[src/rtl/game_sequencer_if.sv]
// Front-end/datapath bundle of the game sequencer. Direction encoding:
// 0=NONE, 1=UP, 2=DOWN, 3=LEFT, 4=RIGHT.
interface game_sequencer_if;
  logic       start;
  logic [2:0] dir_local;
  logic [2:0] dir_remote;
  logic       dir_remote_valid;
  logic       collision;
  logic       step;
  logic [2:0] dir1;
  logic [2:0] dir2;
  logic [1:0] game_state;
  logic [7:0] countdown;
  logic       com_err;

  // Strobes (start, dir_remote_valid, step) are single-cycle qualifiers with no
  // back-pressure: a strobe high at a rising edge is consumed at that edge.
  modport master (
    output start, dir_local, dir_remote, dir_remote_valid, collision,
    input  step, dir1, dir2, game_state, countdown, com_err
  );

  modport slave (
    input  start, dir_local, dir_remote, dir_remote_valid, collision,
    output step, dir1, dir2, game_state, countdown, com_err
  );
endinterface

[src/rtl/game_sequencer.sv]
// Game-step timebase and state machine: issues step strobes applying both
// snakes' headings once the remote direction has arrived.
module game_sequencer #(
  parameter int TICK_CYCLES     = 6500000,
  parameter int TIMEOUT_TICKS   = 4,
  parameter int COUNTDOWN_STEPS = 3
) (
  input logic         clk,
  input logic         rst,
  game_sequencer_if.slave bus
);
  localparam logic [2:0] D_NONE  = 3'd0;
  localparam logic [2:0] D_UP    = 3'd1;
  localparam logic [2:0] D_DOWN  = 3'd2;
  localparam logic [2:0] D_LEFT  = 3'd3;
  localparam logic [2:0] D_RIGHT = 3'd4;

  localparam int TW = $clog2(TICK_CYCLES);
  localparam int MW = $clog2(TIMEOUT_TICKS + 1);
  localparam logic [TW-1:0] TICK_LAST  = TW'(TICK_CYCLES - 1);
  localparam logic [MW-1:0] MISS_LIMIT = MW'(TIMEOUT_TICKS);
  localparam logic [7:0]    CD_INIT    = 8'(COUNTDOWN_STEPS);

  typedef enum logic [1:0] {
    S_IDLE      = 2'd0,
    S_COUNTDOWN = 2'd1,
    S_RUN       = 2'd2,
    S_OVER      = 2'd3
  } state_t;

  state_t        state_q, state_d;
  logic [7:0]    cd_q, cd_d;
  logic [TW-1:0] tick_q, tick_d;
  logic [MW-1:0] miss_q, miss_d, miss_inc;
  logic [2:0]    pend1_q, pend1_d, pend2_q, pend2_d;
  logic [2:0]    dir1_q, dir1_d, dir2_q, dir2_d;
  logic          got2_q, got2_d;
  logic          step_q, step_d;
  logic          step_dly_q;
  logic          com_err_q, com_err_d;
  logic          tick;

  function automatic logic [2:0] opposite(input logic [2:0] d);
    case (d)
      D_UP:    opposite = D_DOWN;
      D_DOWN:  opposite = D_UP;
      D_LEFT:  opposite = D_RIGHT;
      D_RIGHT: opposite = D_LEFT;
      default: opposite = D_NONE;
    endcase
  endfunction

  assign tick     = ((state_q == S_COUNTDOWN) || (state_q == S_RUN)) && (tick_q == TICK_LAST);
  assign miss_inc = miss_q + MW'(1);

  always_comb begin
    state_d   = state_q;
    cd_d      = cd_q;
    tick_d    = '0;
    miss_d    = miss_q;
    pend1_d   = pend1_q;
    pend2_d   = pend2_q;
    dir1_d    = dir1_q;
    dir2_d    = dir2_q;
    got2_d    = got2_q;
    step_d    = 1'b0;
    com_err_d = com_err_q;

    if ((state_q == S_COUNTDOWN) || (state_q == S_RUN))
      tick_d = tick ? '0 : tick_q + TW'(1);

    case (state_q)
      S_IDLE, S_OVER: begin
        if (bus.start) begin
          state_d   = S_COUNTDOWN;
          cd_d      = CD_INIT;
          tick_d    = '0;
          miss_d    = '0;
          got2_d    = 1'b0;
          pend1_d   = D_UP;
          pend2_d   = D_UP;
          dir1_d    = D_UP;
          dir2_d    = D_UP;
          com_err_d = 1'b0;
        end
      end
      S_COUNTDOWN: begin
        if (tick) begin
          if (cd_q == 8'd1) begin
            cd_d    = 8'd0;
            state_d = S_RUN;
          end else begin
            cd_d = cd_q - 8'd1;
          end
        end
      end
      S_RUN: begin
        // Reversal onto itself is never accepted as a new heading.
        if ((bus.dir_local != D_NONE) && (bus.dir_local != opposite(dir1_q)))
          pend1_d = bus.dir_local;
        if (bus.dir_remote_valid) begin
          pend2_d = bus.dir_remote;
          got2_d  = 1'b1;
        end
        if (tick) begin
          if (got2_q || bus.dir_remote_valid) begin
            step_d = 1'b1;
            dir1_d = pend1_q;
            dir2_d = bus.dir_remote_valid ? bus.dir_remote : pend2_q;
            got2_d = 1'b0;
            miss_d = '0;
          end else begin
            miss_d = miss_inc;
            if (miss_inc == MISS_LIMIT) begin
              com_err_d = 1'b1;
              state_d   = S_OVER;
            end
          end
        end else if (step_dly_q && bus.collision) begin
          state_d = S_OVER;
        end
      end
      default: state_d = S_IDLE;
    endcase
  end

  always_ff @(posedge clk) begin
    if (rst) begin
      state_q    <= S_IDLE;
      cd_q       <= 8'd0;
      tick_q     <= '0;
      miss_q     <= '0;
      pend1_q    <= D_UP;
      pend2_q    <= D_UP;
      dir1_q     <= D_UP;
      dir2_q     <= D_UP;
      got2_q     <= 1'b0;
      step_q     <= 1'b0;
      step_dly_q <= 1'b0;
      com_err_q  <= 1'b0;
    end else begin
      state_q    <= state_d;
      cd_q       <= cd_d;
      tick_q     <= tick_d;
      miss_q     <= miss_d;
      pend1_q    <= pend1_d;
      pend2_q    <= pend2_d;
      dir1_q     <= dir1_d;
      dir2_q     <= dir2_d;
      got2_q     <= got2_d;
      step_q     <= step_d;
      step_dly_q <= step_q;
      com_err_q  <= com_err_d;
    end
  end

  assign bus.step       = step_q;
  assign bus.dir1       = dir1_q;
  assign bus.dir2       = dir2_q;
  assign bus.game_state = state_q;
  assign bus.countdown  = cd_q;
  assign bus.com_err    = com_err_q;
endmodule

[src/flat_wrapper.sv]
// flat-port wrapper written by rule: the top's interface ports become plain ports
module game_sequencer_flat 
#(
  parameter int TICK_CYCLES     = 6500000,
  parameter int TIMEOUT_TICKS   = 4,
  parameter int COUNTDOWN_STEPS = 3
)
  (clk, rst, bus_start, bus_dir_local, bus_dir_remote, bus_dir_remote_valid, bus_collision, bus_step, bus_dir1, bus_dir2, bus_game_state, bus_countdown, bus_com_err);
  game_sequencer_if bus_i ();
  input logic clk;
  input logic rst;
  input wire logic [$bits(bus_i.start)-1:0] bus_start;
  input wire logic [$bits(bus_i.dir_local)-1:0] bus_dir_local;
  input wire logic [$bits(bus_i.dir_remote)-1:0] bus_dir_remote;
  input wire logic [$bits(bus_i.dir_remote_valid)-1:0] bus_dir_remote_valid;
  input wire logic [$bits(bus_i.collision)-1:0] bus_collision;
  output wire logic [$bits(bus_i.step)-1:0] bus_step;
  output wire logic [$bits(bus_i.dir1)-1:0] bus_dir1;
  output wire logic [$bits(bus_i.dir2)-1:0] bus_dir2;
  output wire logic [$bits(bus_i.game_state)-1:0] bus_game_state;
  output wire logic [$bits(bus_i.countdown)-1:0] bus_countdown;
  output wire logic [$bits(bus_i.com_err)-1:0] bus_com_err;
  assign bus_i.start = bus_start;
  assign bus_i.dir_local = bus_dir_local;
  assign bus_i.dir_remote = bus_dir_remote;
  assign bus_i.dir_remote_valid = bus_dir_remote_valid;
  assign bus_i.collision = bus_collision;
  assign bus_step = bus_i.step;
  assign bus_dir1 = bus_i.dir1;
  assign bus_dir2 = bus_i.dir2;
  assign bus_game_state = bus_i.game_state;
  assign bus_countdown = bus_i.countdown;
  assign bus_com_err = bus_i.com_err;
  game_sequencer #(.TICK_CYCLES(TICK_CYCLES), .TIMEOUT_TICKS(TIMEOUT_TICKS), .COUNTDOWN_STEPS(COUNTDOWN_STEPS)) u_core (.clk(clk), .rst(rst), .bus(bus_i));
endmodule
[config.mk]
export PLATFORM = sky130hd
export DESIGN_NAME = game_sequencer_flat
export DESIGN_NICKNAME = d
export VERILOG_FILES = /design/src/rtl/game_sequencer_if.sv /design/src/rtl/game_sequencer.sv /design/src/flat_wrapper.sv
export SDC_FILE = /design/constraint.sdc
export NUM_CORES = 1
export LEC_CHECK = 0
export ABC_AREA = 0
export BUFFER_PORTS_ARGS = -buffer_cell sky130_fd_sc_hd__buf_2
export CAP_MARGIN = 20
export CORE_UTILIZATION = 65
export CTS_BUF_LIST = sky130_fd_sc_hd__clkbuf_4
export DETAILED_ROUTE_END_ITERATION = 6
export GPL_ROUTABILITY_DRIVEN = 0
export PLACE_DENSITY = 0.9
export SLEW_MARGIN = 20
export SYNTH_ARGS = -nofsm -noshare
export SYNTH_HDL_FRONTEND = slang
export SYNTH_SLANG_ARGS = --single-unit
[constraint.sdc]
create_clock -name clk -period 7.1 [get_ports clk]
set_input_delay 0.355 -clock clk [delete_from_list [all_inputs] [get_ports clk]]
set_output_delay 0.355 -clock clk [all_outputs]
set_load 0.005 [all_outputs]
==> impl_metrics.csv <==
group,metric,value,unit
floorplanning,fp.dieArea,4362,sq um
synthesis,synth_area_in_compound_gates,15.25,%
clocking,max-clock-path-buffers,2,
timing,maxClockFrequency,0.3591,GHz
synthesis,synth_nets,334,
hold_path,min_path_cells,3,
pwr,clock_power_share,14.3,%
clocking,h-tree-depth,2,
timing,timing.final.crit_share,39.23,%
pwr,p_seq_share,42.4,%
synthesis,postSynth.topFlopCell,"dfxtp_1",
pwr,cellPowerDensity,295.9,nW/um^2
timing,finalSetupViolCount,0,
pwr,cellLeakagePower,1.019,nW
floorplanning,dieHeight,66.05,um
synthesis,synthCells,315,
placed_design,dp.final_hpwl,4.100,mm
clocking,number_of_hold_repair_buffers_added_at_the_cts_stage,0,
timing,min_period,2785,ps
layout,drive_gt1_share,12.76,%
setup_path,cp_max_fo,22,
setup_path,cpMaxStageDelayCell,"or4_1",
synthesis,synth_cell_types,50,
synthesis,yosys_warnings,0,
timing,totalNegativeSetupSlack,0,ps
setup_path,criticalPathCategory,"reg -> reg",
timing,finalClockSkew,7.625,ps
pwr,worst_ir_drop_vdd,0.1356,mV
synthesis,yosys-mux-area-fraction,1.971,%
clocking,clock_latency,360,ps
grt,grt_pass1_wl,9.363,mm
layout,n_antenna_cell,0,
floorplanning,core_area,3799,sq um
setup_path,worstSetupEndpointType,"flop",
clocking,ctsResizeCount,0,
drt,count_of_routing_violations_after_the_opening_detailed_route_iteration,192,
synthesis,syn-cell-area,2666,sq um
synthesis,count_of_flip_flops_with_a_built_in_enable_after_synthesis,0,
placed_design,buffer_ports.inserted,28,
timing,worst_margin_pin_slew,703.7,ps
grt,grt_overflow_total,0,
drt,routed_via_density,6.244,
layout,finalNetCount,356,
floorplanning,floorplan.die.width,66.05,um
synthesis,netlist_top_cells_area,"dfxtp_1 (39%), nor2_1 (6.3%), xnor2_1 (5.3%)",
setup_path,worst-endpoint-arrival,3030,ps
timing,timing.final.ws_setup,4315,ps
grt,grt_util_all_layers,28.05,%
clocking,path_clk_slew,140,ps
pwr,total_internal_power,0.0004887,W
drt,totalWireLength,5.666,mm
timing,maxSlewHeadroom,52.97,%
placed_design,dpl_worst_slack,4374,ps
timing,report.final.hold_viol_count,0,
hold_path,holdCritPathClass,"in -> reg",
layout,fin_area,2849,sq um
synthesis,post_synth_and_or_nand_nor_area_fraction,28.44,%
setup_path,required_time_at_the_endpoint_of_the_critical_path,7340,ps
pwr,share_of_total_power_consumed_by_net_switching,42.04,%
drt,postRouteAntennaNets,0,
setup_path,reg2regPathDepth,7,
placed_design,place_area,2804,sq um
clocking,cts_num_sinks,52,
drt,avgRoutedWirePerCell,14.72,um
clocking,clock_tree.root_cell,"clkbuf_4",
floorplanning,initial_utilization,70.19,%
job,drv.max_cap_violation_count,0,
grt,grt_pass1_vias,2132,
grt,grt_max_degree,25,
synthesis,synth_seq_area_share,39.04,%
synthesis,combinational_family_with_the_most_area_after_synthesis,"simple AND/OR/NAND/NOR gates",
synthesis,synth.ff_latch_count,52,
timing,pins_over_their_slew_limit,0,
clocking,tritoncts,"built",
drt,remaining_drc_errors,0,
synthesis,synth_adder_area_share,3.754,%
synthesis,synthArstFlopShare,0,%
floorplanning,top_level_ports,29,
layout,syn_to_final_growth,6.851,%
pwr,comb_power_share,43.2,%
synthesis,yosys-top-cells-count,"dfxtp_1 (52), nor2_1 (45), nand2_1 (17)",
synthesis,netlist.top_cell.by_area,"dfxtp_1",
grt,number_of_antenna_violations_at_the_first_check_in_global_routing,0,
timing,setup_repair_after_global_routing_missed_its_margin,"no",
clocking,setup_fix_bufs_post_cts,0,
outcome,run_status,"complete, no violations",
floorplanning,number_of_placement_rows,22,
clocking,numCtsBuffers,5,
setup_path,worstSetupStartpointType,"flop",
pwr,power.switching,0.0003544,W
drt,drt-pass1-iter-count,4,
synthesis,post-synth-top-count-cell,"dfxtp_1",
setup_path,timing.reg2reg.setup_slack,4310,ps
setup_path,crit_path_cell_trace,"inv_1 > ha_1 > nor4bb_1 > nand3_1 > or4_1 > nand2_1 > nor2_1",
synthesis,synth_largest_type_area_fraction,39.04,%
drt,vias,2404,
synthesis,synth.avg_cell_area,8.464,sq um
synthesis,synth_xor_area_share,7.227,%
setup_path,critPathMaxStageDelay,550,ps
==> worst paths after layout <==
kind	from	end
worst min-delay path	bus_dir_local[2]	u_core.pend1_q[2]
worst min register to register	u_core.pend1_q[2]	u_core.bus.dir1[2]
worst max-delay path	u_core.bus.game_state[0]	u_core.tick_q[14]
worst max register to register	u_core.bus.game_state[0]	u_core.tick_q[14]
==> state kept, by name, summed over array words and instances (netlist names) <==
name and cells:
u_core.miss_q 3, u_core.pend1_q 3, u_core.step_dly_q 1, u_core.bus.dir2 3, u_core.bus.dir1 3, u_core.got2_q 1
u_core.tick_q 23, u_core.bus.step 1, u_core.bus.countdown 8, u_core.bus.com_err 1, u_core.bus.game_state 2, u_core.pend2_q 3
==> worst max-delay path, delay by kind of cell, from the launching register on <==
family	cells	cell delay, ps
buffers and inverters	1	80
DFF	1	410
and+or+nand+nor	5	1750
adders and majority gates	1	400
==> cell type report <==
class                           count  area (sq um)
Inverter                           14         52.55
Sequential cell                    52          1041
Tap cell                           48         60.06
Fill cell                         287         949.7
Clock inverter                      2         7.507
Multi-Input combinational cell    236          1510
Timing Repair Buffer               28         140.1
Clock buffer                        5         37.54
==> logic make-up after synthesis <==
family,after synthesis
flops,52
fa+ha+maj,8
compound gates,61
simple gates,140
xor+xnor,22
mux,5
buf+inv,27
==> layout by cell type, fill, tap and decap left out, types with 6 or more instances in the layout <==
master	count
nor4_1	8
nand2_1	17
o21ai_0	14
nor3_1	6
nor2_1	45
buf_2	28
nand4_1	9
or4_1	7
xnor2_1	16
inv_1	14
xor2_1	6
ha_1	8
and3_1	6
dfxtp_1	52
nand3_1	12
a211oi_1	7
a21oi_1	14
==> metrics by stage <==
stage	hold WS, ps	util, %	power (W)	std cells
after floorplan	425.9	-	0.0006376	315
after global placement	435.5	73.81	0.0007091	378
after detailed placement	442.3	73.81	0.0007212	378
after CTS	271.4	75.00	0.0008396	385
after global routing	289.1	75.00	0.0009052	385
final	287.9	75.00	0.0008431	385
==> routing by layer <==
| layer | wire length, um | vias to the layer above | GRT usage, % |
|---|---|---|---|
| met4 | 74 | 0 | 12.23 |
| met5 | 0 | - | 0 |
| li1 | - | 1201 | - |
| met2 | 2639 | 71 | 45.15 |
| met1 | 2644 | 1124 | 36.87 |
| met3 | 308 | 8 | 4.483 |
==> power groups by stage <==
stage	Combinational, W	Clock [W]	Sequential (W)
after floorplan	0.000278	0	0.000360
after global placement	0.000348	0	0.000361
after detailed placement	0.000358	0	0.000363
after CTS	0.000359	0.000123	0.000357
after global routing	0.000406	0.000136	0.000363
final	0.000365	0.000121	0.000358
Power figures use the tool's default switching activity.
